==> src/rtl/clint_pkg.sv <==
// Shared types and width helpers for the CLINT RTC tick generator.
package clint_pkg;

  localparam int unsigned MODE_W          = 2;
  localparam int unsigned SYNC_STAGES_MIN = 2;
  localparam int unsigned SYNC_STAGES_MAX = 4;

  typedef enum logic [MODE_W-1:0] {
    DETECT   = 2'b00,
    EXTERNAL = 2'b01,
    INTERNAL = 2'b10
  } rtc_mode_e;

  // Bits needed to hold values 0..n-1, never less than one.
  function automatic int unsigned width_of(input int unsigned n);
    return (n < 2) ? 1 : $clog2(n);
  endfunction

endpackage

==> src/rtl/clint_rtc_tick_gen_if.sv <==
// RTC pin in, CLINT increment pulse and source status out.
interface clint_rtc_tick_gen_if;
  import clint_pkg::*;

  logic              rtc_i;
  logic              tick_o;
  logic [MODE_W-1:0] mode_o;
  logic              rtc_lost_o;

  modport master (output rtc_i, input tick_o, mode_o, rtc_lost_o);
  modport slave  (input rtc_i, output tick_o, mode_o, rtc_lost_o);
endinterface

==> src/rtl/clint_rtc_sync.sv <==
// Async pin synchroniser with registered rising-edge detect. Defining
// CLINT_RTC_GLITCH_FILTER_EN inserts a FILTER_LEN-cycle stable-level filter.
module clint_rtc_sync
  import clint_pkg::*;
#(
  parameter int unsigned SYNC_STAGES = 2,
  parameter int unsigned FILTER_LEN  = 3
) (
  input  logic clk,
  input  logic reset_n,
  input  logic serial_i,
  output logic r_edge_o,
  output logic level_o
);

   if (SYNC_STAGES < SYNC_STAGES_MIN || SYNC_STAGES > SYNC_STAGES_MAX || FILTER_LEN < 1)
   begin : g_param_check
      $error("clint_rtc_sync: SYNC_STAGES must be 2..4 and FILTER_LEN >= 1");
   end

   logic [SYNC_STAGES-1:0] sync_q;
   logic                   level;
   logic                   hist_q;
   logic                   edge_q;

   // NOTE: flops are written with <= so each one samples the pre-edge value of
   // its neighbour; blocking here would collapse the chain into a single stage.
   always_ff @(posedge clk or negedge reset_n) begin
      if (!reset_n) sync_q <= '0;
      else          sync_q <= {sync_q[SYNC_STAGES-2:0], serial_i};
   end

`ifdef CLINT_RTC_GLITCH_FILTER_EN
   localparam int unsigned FCNT_W = width_of(FILTER_LEN);
   localparam logic [FCNT_W-1:0] FCNT_LAST = FCNT_W'(FILTER_LEN - 1);

   logic [FCNT_W-1:0] fcnt_q;
   logic              filt_q;

   // Filtered level follows only after FILTER_LEN consecutive disagreeing samples.
   always_ff @(posedge clk or negedge reset_n) begin
      if (!reset_n) begin
         fcnt_q <= '0;
         filt_q <= 1'b0;
      end else if (sync_q[SYNC_STAGES-1] == filt_q) begin
         fcnt_q <= '0;
      end else if (fcnt_q == FCNT_LAST) begin
         fcnt_q <= '0;
         filt_q <= sync_q[SYNC_STAGES-1];
      end else begin
         fcnt_q <= fcnt_q + 1'b1;
      end
   end

   assign level = filt_q;
`else
   assign level = sync_q[SYNC_STAGES-1];
`endif

   always_ff @(posedge clk or negedge reset_n) begin
      if (!reset_n) begin
         hist_q <= 1'b0;
         edge_q <= 1'b0;
      end else begin
         hist_q <= level;
         edge_q <= level & ~hist_q;
      end
   end

   assign r_edge_o = edge_q;
   assign level_o  = level;

endmodule

==> src/rtl/clint_rtc_tick_gen.sv <==
// CLINT timer-increment source: locks to the RTC pin, falls back to an internal
// prescaler when it stalls. CLINT_RTC_GLITCH_FILTER_EN enables the pin filter.
module clint_rtc_tick_gen
  import clint_pkg::*;
#(
  parameter int unsigned SYNC_STAGES = 2,
  parameter int unsigned TIMEOUT     = 4096,
  parameter int unsigned LOCK_EDGES  = 2,
  parameter int unsigned INT_DIV     = 1024,
  parameter int unsigned FILTER_LEN  = 3
) (
  input  logic                 clk,
  input  logic                 reset_n,
  clint_rtc_tick_gen_if.slave  bus
);

   if (TIMEOUT < 2 || LOCK_EDGES < 1 || INT_DIV < 2) begin : g_param_check
      $error("clint_rtc_tick_gen: need TIMEOUT >= 2, LOCK_EDGES >= 1, INT_DIV >= 2");
   end

   localparam int unsigned WD_W = width_of(TIMEOUT + 1);
   localparam int unsigned LK_W = width_of(LOCK_EDGES + 1);
   localparam int unsigned PC_W = width_of(INT_DIV);

   localparam logic [WD_W-1:0] WD_MAX  = WD_W'(TIMEOUT);
   localparam logic [WD_W-1:0] WD_LAST = WD_W'(TIMEOUT - 1);
   localparam logic [LK_W-1:0] LK_LOCK = LK_W'(LOCK_EDGES - 1);
   localparam logic [PC_W-1:0] PC_LAST = PC_W'(INT_DIV - 1);

   logic            rtc_edge;
   logic            rtc_level_unused;
   logic            timeout;
   logic            tick;
   logic [WD_W-1:0] wd_q;
   logic [LK_W-1:0] lk_q, lk_d;
   logic [PC_W-1:0] pc_q, pc_d;
   logic            lost_q, lost_d;
   rtc_mode_e       state_q, state_d;

   clint_rtc_sync #(
      .SYNC_STAGES (SYNC_STAGES),
      .FILTER_LEN  (FILTER_LEN)
   ) u_sync (
      .clk      (clk),
      .reset_n  (reset_n),
      .serial_i (bus.rtc_i),
      .r_edge_o (rtc_edge),
      .level_o  (rtc_level_unused)
   );

   // Watchdog saturates so a dead RTC raises timeout exactly once.
   always_ff @(posedge clk or negedge reset_n) begin
      if (!reset_n)              wd_q <= '0;
      else if (rtc_edge)         wd_q <= '0;
      else if (wd_q != WD_MAX)   wd_q <= wd_q + 1'b1;
   end

   assign timeout = (wd_q == WD_LAST) && !rtc_edge;

   always_comb begin
      // NOTE: every variable gets a default before the case so no path leaves
      // one unassigned, which would otherwise infer a latch.
      state_d = state_q;
      lk_d    = lk_q;
      pc_d    = pc_q;
      lost_d  = lost_q;
      tick    = 1'b0;
      case (state_q)
         DETECT: begin
            if (rtc_edge) begin
               if (lk_q >= LK_LOCK) begin
                  state_d = EXTERNAL;
                  lk_d    = '0;
               end else begin
                  lk_d = lk_q + 1'b1;
               end
            end else if (timeout) begin
               state_d = INTERNAL;
               lk_d    = '0;
               pc_d    = '0;
            end
         end
         EXTERNAL: begin
            tick = rtc_edge;
            if (timeout) begin
               state_d = INTERNAL;
               lost_d  = 1'b1;
               pc_d    = '0;
            end
         end
         INTERNAL: begin
            // A returning RTC edge preempts the prescaler tick and counts toward lock.
            if (rtc_edge) begin
               state_d = DETECT;
               pc_d    = '0;
               lk_d    = LK_W'(1);
            end else begin
               tick = (pc_q == PC_LAST);
               pc_d = tick ? '0 : pc_q + 1'b1;
            end
         end
         default: begin
            state_d = DETECT;
            lk_d    = '0;
            pc_d    = '0;
         end
      endcase
   end

   always_ff @(posedge clk or negedge reset_n) begin
      if (!reset_n) begin
         state_q <= DETECT;
         lk_q    <= '0;
         pc_q    <= '0;
         lost_q  <= 1'b0;
      end else begin
         state_q <= state_d;
         lk_q    <= lk_d;
         pc_q    <= pc_d;
         lost_q  <= lost_d;
      end
   end

   assign bus.tick_o     = tick;
   assign bus.mode_o     = (state_q == EXTERNAL || state_q == INTERNAL) ? state_q : DETECT;
   assign bus.rtc_lost_o = lost_q;

endmodule

==> src/flat_wrapper.sv <==
// flat-port wrapper written by rule: the top's interface ports become plain ports
module clint_rtc_tick_gen_flat import clint_pkg::*;
#(
  parameter int unsigned SYNC_STAGES = 2,
  parameter int unsigned TIMEOUT     = 4096,
  parameter int unsigned LOCK_EDGES  = 2,
  parameter int unsigned INT_DIV     = 1024,
  parameter int unsigned FILTER_LEN  = 3
)
  (clk, reset_n, bus_rtc_i, bus_tick_o, bus_mode_o, bus_rtc_lost_o);
  clint_rtc_tick_gen_if bus_i ();
  input  logic clk;
  input  logic reset_n;
  input wire logic [$bits(bus_i.rtc_i)-1:0] bus_rtc_i;
  output wire logic [$bits(bus_i.tick_o)-1:0] bus_tick_o;
  output wire logic [$bits(bus_i.mode_o)-1:0] bus_mode_o;
  output wire logic [$bits(bus_i.rtc_lost_o)-1:0] bus_rtc_lost_o;
  assign bus_i.rtc_i = bus_rtc_i;
  assign bus_tick_o = bus_i.tick_o;
  assign bus_mode_o = bus_i.mode_o;
  assign bus_rtc_lost_o = bus_i.rtc_lost_o;
  clint_rtc_tick_gen #(.SYNC_STAGES(SYNC_STAGES), .TIMEOUT(TIMEOUT), .LOCK_EDGES(LOCK_EDGES), .INT_DIV(INT_DIV), .FILTER_LEN(FILTER_LEN)) u_core (.clk(clk), .reset_n(reset_n), .bus(bus_i));
endmodule
==> config.mk <==
export PLATFORM = sky130hd
export DESIGN_NAME = clint_rtc_tick_gen_flat
export DESIGN_NICKNAME = d
export VERILOG_FILES = /design/src/rtl/clint_pkg.sv /design/src/rtl/clint_rtc_tick_gen_if.sv /design/src/rtl/clint_rtc_sync.sv /design/src/rtl/clint_rtc_tick_gen.sv /design/src/flat_wrapper.sv
export SDC_FILE = /design/constraint.sdc
export NUM_CORES = 1
export LEC_CHECK = 0
export ABC_AREA = 0
export BUFFER_PORTS_ARGS = -buffer_cell sky130_fd_sc_hd__buf_2
export CAP_MARGIN = 15
export CORE_ASPECT_RATIO = 0.8
export CORE_MARGIN = 2
export CORE_UTILIZATION = 45
export CTS_BUF_LIST = sky130_fd_sc_hd__clkbuf_16
export DETAILED_ROUTE_END_ITERATION = 7
export GPL_ROUTABILITY_DRIVEN = 0
export SLEW_MARGIN = 5
export SYNTH_ARGS = -nofsm -noshare
export SYNTH_HDL_FRONTEND = slang
export SYNTH_SLANG_ARGS = --single-unit
export TNS_END_PERCENT = 50
==> constraint.sdc <==
create_clock -name clk -period 2.1 [get_ports clk]
set_clock_uncertainty 0.05 [all_clocks]
set_input_delay 0.21 -clock clk [delete_from_list [all_inputs] [get_ports clk]]
set_output_delay 0.21 -clock clk [all_outputs]
set_load 0.01 [all_outputs]
Word-level counts from Yosys, hierarchy flattened
Index checks and enable logic that the tools add are counted.
{ "totals": {"input_bits": 3, "reg_bits": 32, "wordCells": 52} }
{ "op_classes": {"mux": 20, "n_reduce_logical": 8, "bitwise_logic": 3, "eq_ne": 9, "n_lt_le_gt_ge": 1, "n_addsub": 3} }
{ "op_table": {"columns": ["op", "count"], "rows": [
  ["$mux 10", 4],
  ["$pmux 10 s3", 1],
  ["$mux 13", 2],
  ["$mux 2", 9],
  ["$add 13x1->13 const B", 1],
  ["$eq 13x12->1 const B", 1],
  ["$ne 13x13->1 const B", 1],
  ["$pmux 2 s3", 2],
  ["$add 10x1->10 const B", 1],
  ["$eq 10x10->1 const B", 1],
  ["$ne 3x2->1 const B", 2],
  ["$ne 2x2->1 const B", 2],
  ["$reduce_and 2->1", 2],
  ["$reduce_and 3->1", 1],
  ["$add 2x1->2 const B", 1],
  ["$eq 2x1->1 const B", 1],
  ["$eq 2x2->1 const B", 1],
  ["$ge 2x1->1 const B", 1],
  ["$logic_not 2->1", 1],
  ["$not 1->1", 2],
  ["$pmux 1 s2", 1],
  ["$reduce_bool 2->1", 1],
  ["$and 1x1->1", 1],
  ["$logic_and 1x1->1", 1],
  ["3 further kinds", 3]
]} }

Longest topological paths before layout
Gate-level depths: netlist of the first run.
{ "logic_depth": {"ltp_word": 5, "ltp_mapped": 6} }

Modules after synthesis
From an unflattened synthesis of the first run, not the netlist that was laid out.
{ "hier_totals": {"cells_unflattened": 163, "hier_area_um2": 1687.9} }
{ "modules_own_cells": {"columns": ["module", "instances", "seq_area_each_um2", "cells_each", "area_each_um2"], "rows": [
  ["clint_rtc_tick_gen", 1, 700.7, 158, 1574.0],
  ["clint_rtc_sync", 1, 100.1, 5, 113.9]
]} }

Least setup slack after synthesis of the first run
No wires, ideal clock.
{ "synth_path": {"path_kind": "reg-to-reg", "startpoint": "register u_core.state_q[0]", "endpoint": "register u_core.pc_q[6]", "period_less_slack_ns": 1.804, "setup_slack_ns": 0.296, "path_stages_with_launch": 6, "arrival_ns": 1.644, "required_time_ns": 1.940, "path_cell_list": "dfrtp_1 > inv_1 > ha_1 > or2b_2 > a31o_2 > o41ai_1"} }
{ "synth_between": {"elab_chain_cells": 2} }
{ "synth_rtl": {"columns": ["element", "line_no", "rtl"], "rows": [
  ["from (decl)", "clint_rtc_tick_gen.sv:38", "rtc_mode_e state_q, state_d;"],
  ["from (signal assigned)", "clint_rtc_tick_gen.sv:117", "state_q <= state_d;"],
  ["$eq 2x2->1, or another cell as far along", "clint_rtc_tick_gen.sv:68", "case (state_q)"],
  ["$pmux 10 s3 / $ne 2x2->1 (equally long branches)", null, null],
  ["to (signal assigned)", "clint_rtc_tick_gen.sv:119", "pc_q <= pc_d;"],
  ["to (decl)", "clint_rtc_tick_gen.sv:36", "logic [PC_W-1:0] pc_q, pc_d;"]
]} }
Parallel ways exist; a longest one is shown, timed or not.
A chain may end at the register's enable or synchronous reset.

Worst setup path in the final report of the first run
Ends and elaborated chain as after synthesis.

==> results of run 1 <==
## placed cells by master, fill, tap and decap left out, types with 2 or more instances in the layout
cell type / instances
o21ai_1: 6
nand3_1: 8
a31oi_1: 2
dlygate4sd3_1: 2
and4_2: 2
a21oi_1: 8
xor2_1: 2
nor2_1: 15
inv_1: 11
a22o_1: 6
buf_4: 3
clkbuf_16: 5
ha_1: 6
nand2_1: 11
nor3_1: 7
nor2b_1: 4
or3_1: 2
o21ai_0: 4
nand4_1: 4
nor4b_1: 2
buf_2: 6
mux2i_1: 3
dfrtp_1: 32
nor4_1: 4
xnor2_1: 6
## logic make-up after synthesis
| group | after synthesis | synth area share |
|---|---|---|
| fa+ha+maj | 7 | 0.0505 |
| simple gates | 71 | 0.239 |
| buf+inv | 13 | 0.0289 |
| mux | 4 | 0.0238 |
| flops | 32 | 0.462 |
| xor+xnor | 8 | 0.0404 |
| compound gates | 36 | 0.155 |
## critical path, stage by stage, from the launching register on
cell and delay (ps):
dfrtp_1 390, inv_1 90, ha_2 250, or2b_2 370, a31o_2 300, o41ai_1 400
## sequential cells by signal, indices dropped and copies added, names as in the netlist
name / flops
u_core.u_sync.hist_q: 1
u_core.pc_q: 10
u_core.wd_q: 13
u_core.bus.rtc_lost_o: 1
u_core.u_sync.sync_q: 2
u_core.lk_q: 2
u_core.state_q: 2
u_core.u_sync.r_edge_o: 1
## through the flow
stage          utilization  cells  worst slack (ps)
6_report             0.529    230               129
5_1_grt              0.529    230              18.8
4_1_cts              0.526    229              29.7
3_5_place_dp         0.485    220              83.5
3_3_place_gp         0.485    220               161
2_1_floorplan            -    171               296
## path summary, 6_finish.rpt
kind | cells after the start | slack (ps) | endpoint | from
max in group asynchronous | 2 | 1070 | u_core.state_q[0] | reset_n
max | 5 | 130 | u_core.pc_q[6] | u_core.state_q[0]
min in group asynchronous | 2 | 470 | u_core.pc_q[6] | reset_n
min reg2reg | 0 | 310 | u_core.u_sync.sync_q[1] | u_core.u_sync.sync_q[0]
min | 0 | 310 | u_core.u_sync.sync_q[1] | u_core.u_sync.sync_q[0]
max reg2reg | 5 | 130 | u_core.pc_q[6] | u_core.state_q[0]
## layer usage
metal	routed length, µm	part of all wire
met5	0	0
met4	25	0.0074
met2	1500	0.44
met1	1700	0.51
met3	143	0.042
## timing repair
item,CTS,global route
endpoints found under the hold margin,33,0
resized for setup,0,1
hold buffers,2,0
buffers inserted,0,1
setup endpoints to repair,0,9
## final cells by class
| cell class | count | area, µm² |
|---|---|---|
| fillers | 341 | 1770 |
| inverters | 10 | 37.5 |
| multi-input cells | 126 | 885 |
| clock inverters | 2 | 8.76 |
| well taps | 44 | 55.1 |
| repair buffers | 11 | 72.6 |
| clock buffers | 5 | 125 |
| flip-flops and latches | 32 | 801 |
## power by group through the flow
stage | Clock, mW | Sequential, mW | Combinational (mW)
final | 0.656 | 0.729 | 0.418
after global routing | 0.710 | 0.737 | 0.479
after CTS | 0.672 | 0.729 | 0.410
after detailed placement | 0 | 0.738 | 0.401
after global placement | 0 | 0.735 | 0.390
after floorplan | 0 | 0.723 | 0.318
==> impl_results.md, run 1 <==
- Outcome: complete, no violations
- Met3 Usage GRT: 0.0697
- Max-slew violations: 0
- RSZ-0062 raised after global routing: false
- Yosys warns: 0
- Die area: 4370 µm²
- Inserted Clock Buffers: 5
- Die H: 59.5 µm
- Yosys top cell by area: dfrtp_1
- Worst hold path class: reg -> reg
- Grt peak-use layer: met2
- Combinational share of power: 0.232
- Crit path DAT: 2070 ps
- CP max FO: 7
- Leakage: ~0.94 nW
- CTS H-tree lvls: 2
- Post-synth EDFFs: 0
- Total power: 1.80 mW
- Cell Pwr Density: between 900 and 1000 nW/µm²
- Syn_nets: approximately 180
- CP required: 2200 ps
- Largest net degree at the start of global routing: 33
- Tmin final: 1970 ps
- Most common cell in the netlist: dfrtp_1
- Predominant post-synthesis flop cell: dfrtp_1
- Crit end category: flip-flop
- First-pass GRT wire length: slightly below 6000 µm
- Mapped Area: 1730 µm²
- Syn_area_per_cell: 10.1 µm²
- VDD IR-drop max: 0.481 mV
- Final setup viols: 0
- Diodes inserted: 0
- Vias in the first global route: 1215
- Total grt overflow: 0
- Root Buffer: clkbuf_16
- Initial drt markers: 86
- Sink Count: 32
- Core ar.: approximately 3800 µm²
- Fin Setup TNS: 0 ps
- Io pins: 7
- Syn Inst Count: 171
- Clock-pin slew on the worst setup and hold paths: roughly 50 ps
- Die width: ~73 µm
- Worst skew pair latency: 270 ps
- Async SR Flop Fraction: 1.00
- Int Pwr: 1.28 mW
- Rows: 20
- Routed WL: 3370 µm
- WS Path Type: reg -> reg
- DRT antenna net count: 0
- Final period util: 0.938
- Placement Cell Area: 1820 µm²
- Global Route met2 Usage: 0.254
- Area contributors post-synth: dfrtp_1, ha_1, nor2_1
- Average wire per standard cell: 14.7 µm
- Starting density of the core: 0.462
- Share of cells above drive strength 1: 0.161
- Initial antenna violation count: 0
- Clock share of power: 0.364
- Vias per inst: 5.75
- Worst slew margin: 0.528
- Fin area: around 2000 µm²
- DRC violations left: 0
- Area Overhead vs Synth: 14.5%
- Critical Path Start Type: flip-flop
- Synth Register Bits: 32
- Switch Pwr: 527 µW
- PortBufs: 6
- Met1 Track Usage GR: 0.250
- Vias after detailed routing: 1322
- Synth top area share: 0.462
- Switching Share: 0.292
- Unique masters post-synth: 46
- Final Hold Fails: 0
- Worst-Margin Slew: around 700 ps
- Sequential fraction of the synthesis area: 0.462
- Total GRT Usage: 0.179
- First-pass DRT Iterations: 4
- Worst hold margin: 306 ps
- Synth top cells by count: dfrtp_1, nor2_1, nand2_1
- Total of max-cap violations: 0
- HPWL after DPL: 2390 µm
- CTS tree: built
- CTS Buffer Depth: 2
- Fmax: 507 MHz
- Layout Nets: 196
- Flop pwr share: 0.404
No activity file was read; power rests on OpenSTA's default activity.
==> run 2, diff against run 1 <==
CTS_BUF_LIST = default   (was sky130_fd_sc_hd__clkbuf_16)
==> run 2 against run 1 <==
  * Global-route usage is 0.62 points lower
  * Via count is 0.61% higher
  * Die area stayed put
==> impl_results.md, run 2 (synthesized netlist as in run 1, its figures left out) <==
- Outcome: complete, no violations
- Worst-Margin Slew: 695 ps
- Vias per inst: 5.78
- Most frequent cells in the layout: dfrtp_1, nor2_1, nand2_1
- HPWL after DPL: 2390 µm
- Vias in the first global route: 1230
- Fin Setup TNS: 0 ps
- Rows: 20
- Crit end category: flip-flop
- CP max FO: 7
- Initial drt markers: 66
- Grt peak-use layer: met2
- Worst-case reg-to-reg path depth: 5
- Largest Register: u_core.wd_q
- Total of max-cap violations: 0
- Io pins: 7
- Die H: around 60 µm
- Final period util: 0.940
- Worst skew pair latency: 280 ps
- Max-slew violations: 0
- Crit path to: u_core.pc_q[6]
- CTS Buffer Depth: 2
- Combinational share of power: 0.264
- Initial antenna violation count: 0
- Largest net degree at the start of global routing: 33
- VDD IR-drop max: around 0.43 mV
- CTS H-tree lvls: 2
- WS Path Type: reg -> reg
- Diodes inserted: 0
- Fmax: 507 MHz
- Tmin final: a little under 2000 ps
- Core ar.: 3750 µm²
- Pre-CTS WS: 83.5 ps
- Switch Pwr: 507 µW
- Area Overhead vs Synth: 11.3%
- Die width: 73.4 µm
- Reg-to-Reg Start: u_core.state_q[0]
- Clock-pin slew on the worst setup and hold paths: 70 ps
- DRC violations left: 0
- CP required: 2210 ps
- Leakage: 0.909 nW
- Inserted Clock Buffers: 5
- Hold Path Depth: 0
- Met3 Usage GRT: 0.0442
- Sink Count: 32
- Routed WL: 3360 µm
- DRT antenna net count: 0
- Worst-path cell chain: inv_1 -> ha_2 -> or2b_2 -> a31o_2 -> o41ai_1
- Layout Nets: 196
- First-pass GRT wire length: between 5000 and 6000 µm
- Commonest non-fill, non-tap cell in the layout: dfrtp_1
- Starting density of the core: 0.462
- CTS tree: built
- Total GRT Usage: 0.173
- Reg-to-reg slack, setup: 130 ps
- Final Hold Fails: 0
- Root Buffer: clkbuf_8
- Flop pwr share: 0.460
- Switching Share: 0.320
- Worst slew margin: 0.536
- Worst hold path class: reg -> reg
- R2R Path End: u_core.pc_q[6]
- Average wire per standard cell: 14.6 µm
- Global Route met2 Usage: 0.252
- Met1 Track Usage GR: 0.246
- Int Pwr: approximately 1.1 mW
- CP max stage cell: dfrtp_1
- Worst Hold Launch: u_core.u_sync.sync_q[0]
- Slowest cell delay on critical path: approximately 400 ps
- Final setup viols: 0
- Total power: 1.58 mW
- Critical Path Start Type: flip-flop
- RSZ-0062 raised after global routing: false
- Worst Setup Slack, final: between 100 and 150 ps
- Max reg flops: 13
- Share of cells above drive strength 1: 0.161
- First-pass DRT Iterations: 5
- Worst Setup SP: u_core.state_q[0]
- Biggest regs: u_core.wd_q x13, u_core.pc_q x10
- Cell Pwr Density: 821 nW/µm²
- Crit path DAT: between 2000 and 2500 ps
- Die area: 4370 µm²
- Clock share of power: 0.275
- Vias after detailed routing: 1330
- PortBufs: 6
- Total grt overflow: 0
-- run 2: changes by cell type in the layout (fill, tap and decap cells not counted), sizes merged --
| cell | before | now |
|---|---|---|
| inv | 11 | 10 |
| clkbuf | 5 | 6 |
-- run 2: worst min-delay path by stage --
stage	to	slack, ps
2_1_floorplan	u_core.bus.rtc_lost_o	-140
3_3_place_gp	u_core.pc_q[8]	240
3_5_place_dp	u_core.pc_q[8]	250
4_1_cts	u_core.u_sync.sync_q[1]	310
5_1_grt	u_core.u_sync.sync_q[1]	340
6_report	u_core.u_sync.sync_q[1]	310
-- run 2: critical path, delay by kind of cell (launching register included) --
kind | cells | cell delay (ps)
adder cells (fa/ha/maj) | 1 | 250
buffers and inverters | 1 | 90
AO/OA/AOI/OAI | 2 | 700
flip-flops | 1 | 400
AND/OR/NAND/NOR | 1 | 360
-- run 2: layout make-up --
cell class                      instances  area (µm²)
Sequential cell                        32         801
Inverter                               10        37.5
Clock inverter                          1        5.00
Multi-Input combinational cell        126         885
Clock buffer                            6        72.6
Fill cell                             345        1830
Tap cell                               44        55.1
Timing Repair Buffer                   11        72.6
-- run 2: power by group through the flow --
stage          Clock, mW  Sequential (mW)  Combinational (mW)
6_report           0.436            0.728               0.419
5_1_grt            0.480            0.736               0.478
4_1_cts            0.445            0.727               0.409
3_5_place_dp           0            0.738               0.401
3_3_place_gp           0            0.735               0.390
2_1_floorplan          0            0.723               0.318
-- run 2: stage by stage --
stage               hold WS [ps]  utilization  instances  cell area (µm²)
floorplan                   -136            -        171             1730
detailed placement           252        0.485        220             1820
CTS                          314        0.511        229             1920
finish                       309        0.514        230             1930
global route                 341        0.514        230             1930
global placement             244        0.485        220             1820
-- run 2: routing by layer --
| metal | share of wire | up-vias |
|---|---|---|
| li1 | - | 650 |
| met1 | 0.48 | 628 |
| met2 | 0.44 | 47 |
| met3 | 0.069 | 5 |
| met4 | 0.012 | 0 |
| met5 | 0 | - |
-- run 2: what timing repair did --
action | in CTS | in global routing
hold endpoints to repair | 33 | 0
setup buffers | 0 | 1
gates resized for setup | 0 | 1
setup endpoints to repair | 0 | 9
hold buffers | 2 | 0
==> run 3, diff against run 2 <==
==> constraint.sdc (replaced) <==
create_clock -name clk -period 2.1 [get_ports clk]
set_clock_uncertainty 0.05 [all_clocks]
set_input_delay 0.42 -clock clk [delete_from_list [all_inputs] [get_ports clk]]
set_output_delay 0.42 -clock clk [all_outputs]
set_load 0.01 [all_outputs]
==> run 3 against run 2 <==
  * First-iteration DRC count rose by 39%
  * Design area rose by 2.5%
  * Global-route usage rose by 0.69 points
  * Non-clock buffer count rose by 1
  * Largest power group unchanged
  * Sequential cell count did not move
  * Worst hold slack got worse by 190 ps
  * Sequential share of layout area fell by 1.0 points
  * Critical path type is now reg -> out
==> impl_results.md, run 3 (synthesized netlist as in run 1, its figures left out) <==
- Outcome: complete, no violations
- CTS H-tree lvls: 2
- CTS Buffer Depth: 2
- Inserted Clock Buffers: 5
- DRC violations left: 0
- Total power: 1.68 mW
- Die width: 73.4 µm
- Initial drt markers: 92
- Commonest non-fill, non-tap cell in the layout: dfrtp_1
- Vias in the first global route: 1259
- Area Overhead vs Synth: 14.0%
- Clock share of power: 0.304
- DRT antenna net count: 0
- RSZ-0062 raised after global routing: false
- Worst skew pair latency: 290 ps
- Starting density of the core: 0.462
- Switch Pwr: 526 µW
- Layout filler cell count: 346
- Vias after detailed routing: 1337
- Delay-heaviest family, CP: flip-flops
- Routed WL: 3400 µm
- Most frequent cells in the layout: dfrtp_1, nor2_1, nand2_1
- Max-slew violations: 0
- Worst-case reg-to-reg path depth: 5
- First-pass GRT wire length: 5840 µm
- Worst slew margin: 0.539
- WS Path Type: reg -> out
- Largest Register: u_core.wd_q
- Total grt overflow: 0
- Fmax: ~490 MHz
- Worst-Margin Slew: 692 ps
- First-pass DRT Iterations: 4
- Largest net degree at the start of global routing: 33
- Rows: 20
- CP max stage cell: dfrtp_1
- Share of cells above drive strength 1: 0.198
- Initial antenna violation count: 0
- WP buf/inv: 1
- Crit end category: primary output
- Combinational share of power: 0.262
- HPWL after DPL: 2380 µm
- Vias per inst: 5.79
- Final Hold Fails: 0
- Switching Share: 0.314
- Biggest regs: u_core.wd_q x13, u_core.pc_q x10
- CTS tree: built
- Cell Pwr Density: 849 nW/µm²
- Crit path DAT: ~1600 ps
- Int Pwr: around 1.2 mW
- Die H: 59.5 µm
- Flop pwr share: 0.435
- Tmin final: 2020 ps
- Die area: 4370 µm²
- Critical Path Start Type: flip-flop
- Leakage: 0.925 nW
- Average wire per standard cell: 14.7 µm
- Io pins: 7
- Total of max-cap violations: 0
- Fin Setup TNS: 0 ps
- Root Buffer: clkbuf_8
- Layout Nets: 197
- Slowest cell delay on critical path: 430 ps
- CP required: between 1500 and 2000 ps
- PortBufs: 6
- Max reg flops: 13
- Final setup viols: 0
- Sink Count: 32
- Crit path depth: 5
- VDD IR-drop max: 0.529 mV
- Core ar.: 3750 µm²
- Diodes inserted: 0
- Worst-path cell chain: ha_4 -> and4_4 -> nand4_1 -> a21boi_1 -> buf_2
- Total GRT Usage: 0.180
- Worst hold path class: in -> async
- Final period util: 0.964
- CP max FO: 5
- Clock-pin slew on the worst setup and hold paths: roughly 70 ps
==> run 3: final cells by class <==
cell class / count / area [µm²] / area share
Sequential cell: 32 / 801 / 0.405
Multi-Input combinational cell: 126 / 911 / 0.461
Inverter: 10 / 37.5 / 0.0190
Clock buffer: 7 / 96.3 / 0.0488
Timing Repair Buffer: 12 / 75.1 / 0.0380
Tap cell: 44 / 55.1 / 0.0279
==> run 3: power by group through the flow <==
stage	Clock [mW]	Sequential, mW	Combinational (mW)
4_1_cts	0.520	0.728	0.442
3_3_place_gp	0	0.733	0.425
6_report	0.509	0.729	0.439
5_1_grt	0.562	0.739	0.495
2_1_floorplan	0	0.723	0.318
3_5_place_dp	0	0.739	0.435
==> run 3: path summary, 6_finish.rpt <==
path	endpoint	slack, ps	start
min in group clk	u_core.u_sync.sync_q[0]	190	bus_rtc_i
min reg2reg	u_core.u_sync.sync_q[1]	300	u_core.u_sync.sync_q[0]
max in group asynchronous	u_core.u_sync.r_edge_o	1430	reset_n
min	u_core.pc_q[5]	120	reset_n
max reg2reg	u_core.pc_q[0]	180	u_core.wd_q[0]
max	bus_tick_o	80	u_core.pc_q[0]
==> run 3: what timing repair did <==
| item | in CTS | in global routing |
|---|---|---|
| pin swaps | 0 | 0 |
| setup endpoints to repair | 1 | 1 |
| buffers inserted | 0 | 2 |
| gates cloned | 0 | 0 |
| gates resized for setup | 4 | 4 |
| hold buffers | 0 | 0 |
==> run 3: worst register-to-register path, delay by kind of cell, from the launching register on <==
kind                       cells  cell delay [ps]
AOI/OAI and AO/OA              1              540
adders and majority gates      1              260
DFF                            1              420
muxes                          1              180
and+or+nand+nor                2              420
==> run 3: metal layers <==
metal / vias to the layer above / track usage / part of all wire
met4: 0 / 0.0727 / 0.016
met3: 5 / 0.0697 / 0.051
met5: - / 0 / 0
met1: 658 / 0.239 / 0.49
li1: 650 / - / -
met2: 24 / 0.265 / 0.44
==> run 3: stage by stage <==
stage	hold WS [ps]	setup slack [ps]	utilization	instances	instance area [µm²]
4_1_cts	143	6.83	0.519	229	1950
6_report	117	76.5	0.526	231	1980
3_5_place_dp	289	181	0.489	222	1840
2_1_floorplan	74.4	210	-	171	1730
5_1_grt	171	0.846	0.526	231	1980
3_3_place_gp	294	253	0.489	222	1840
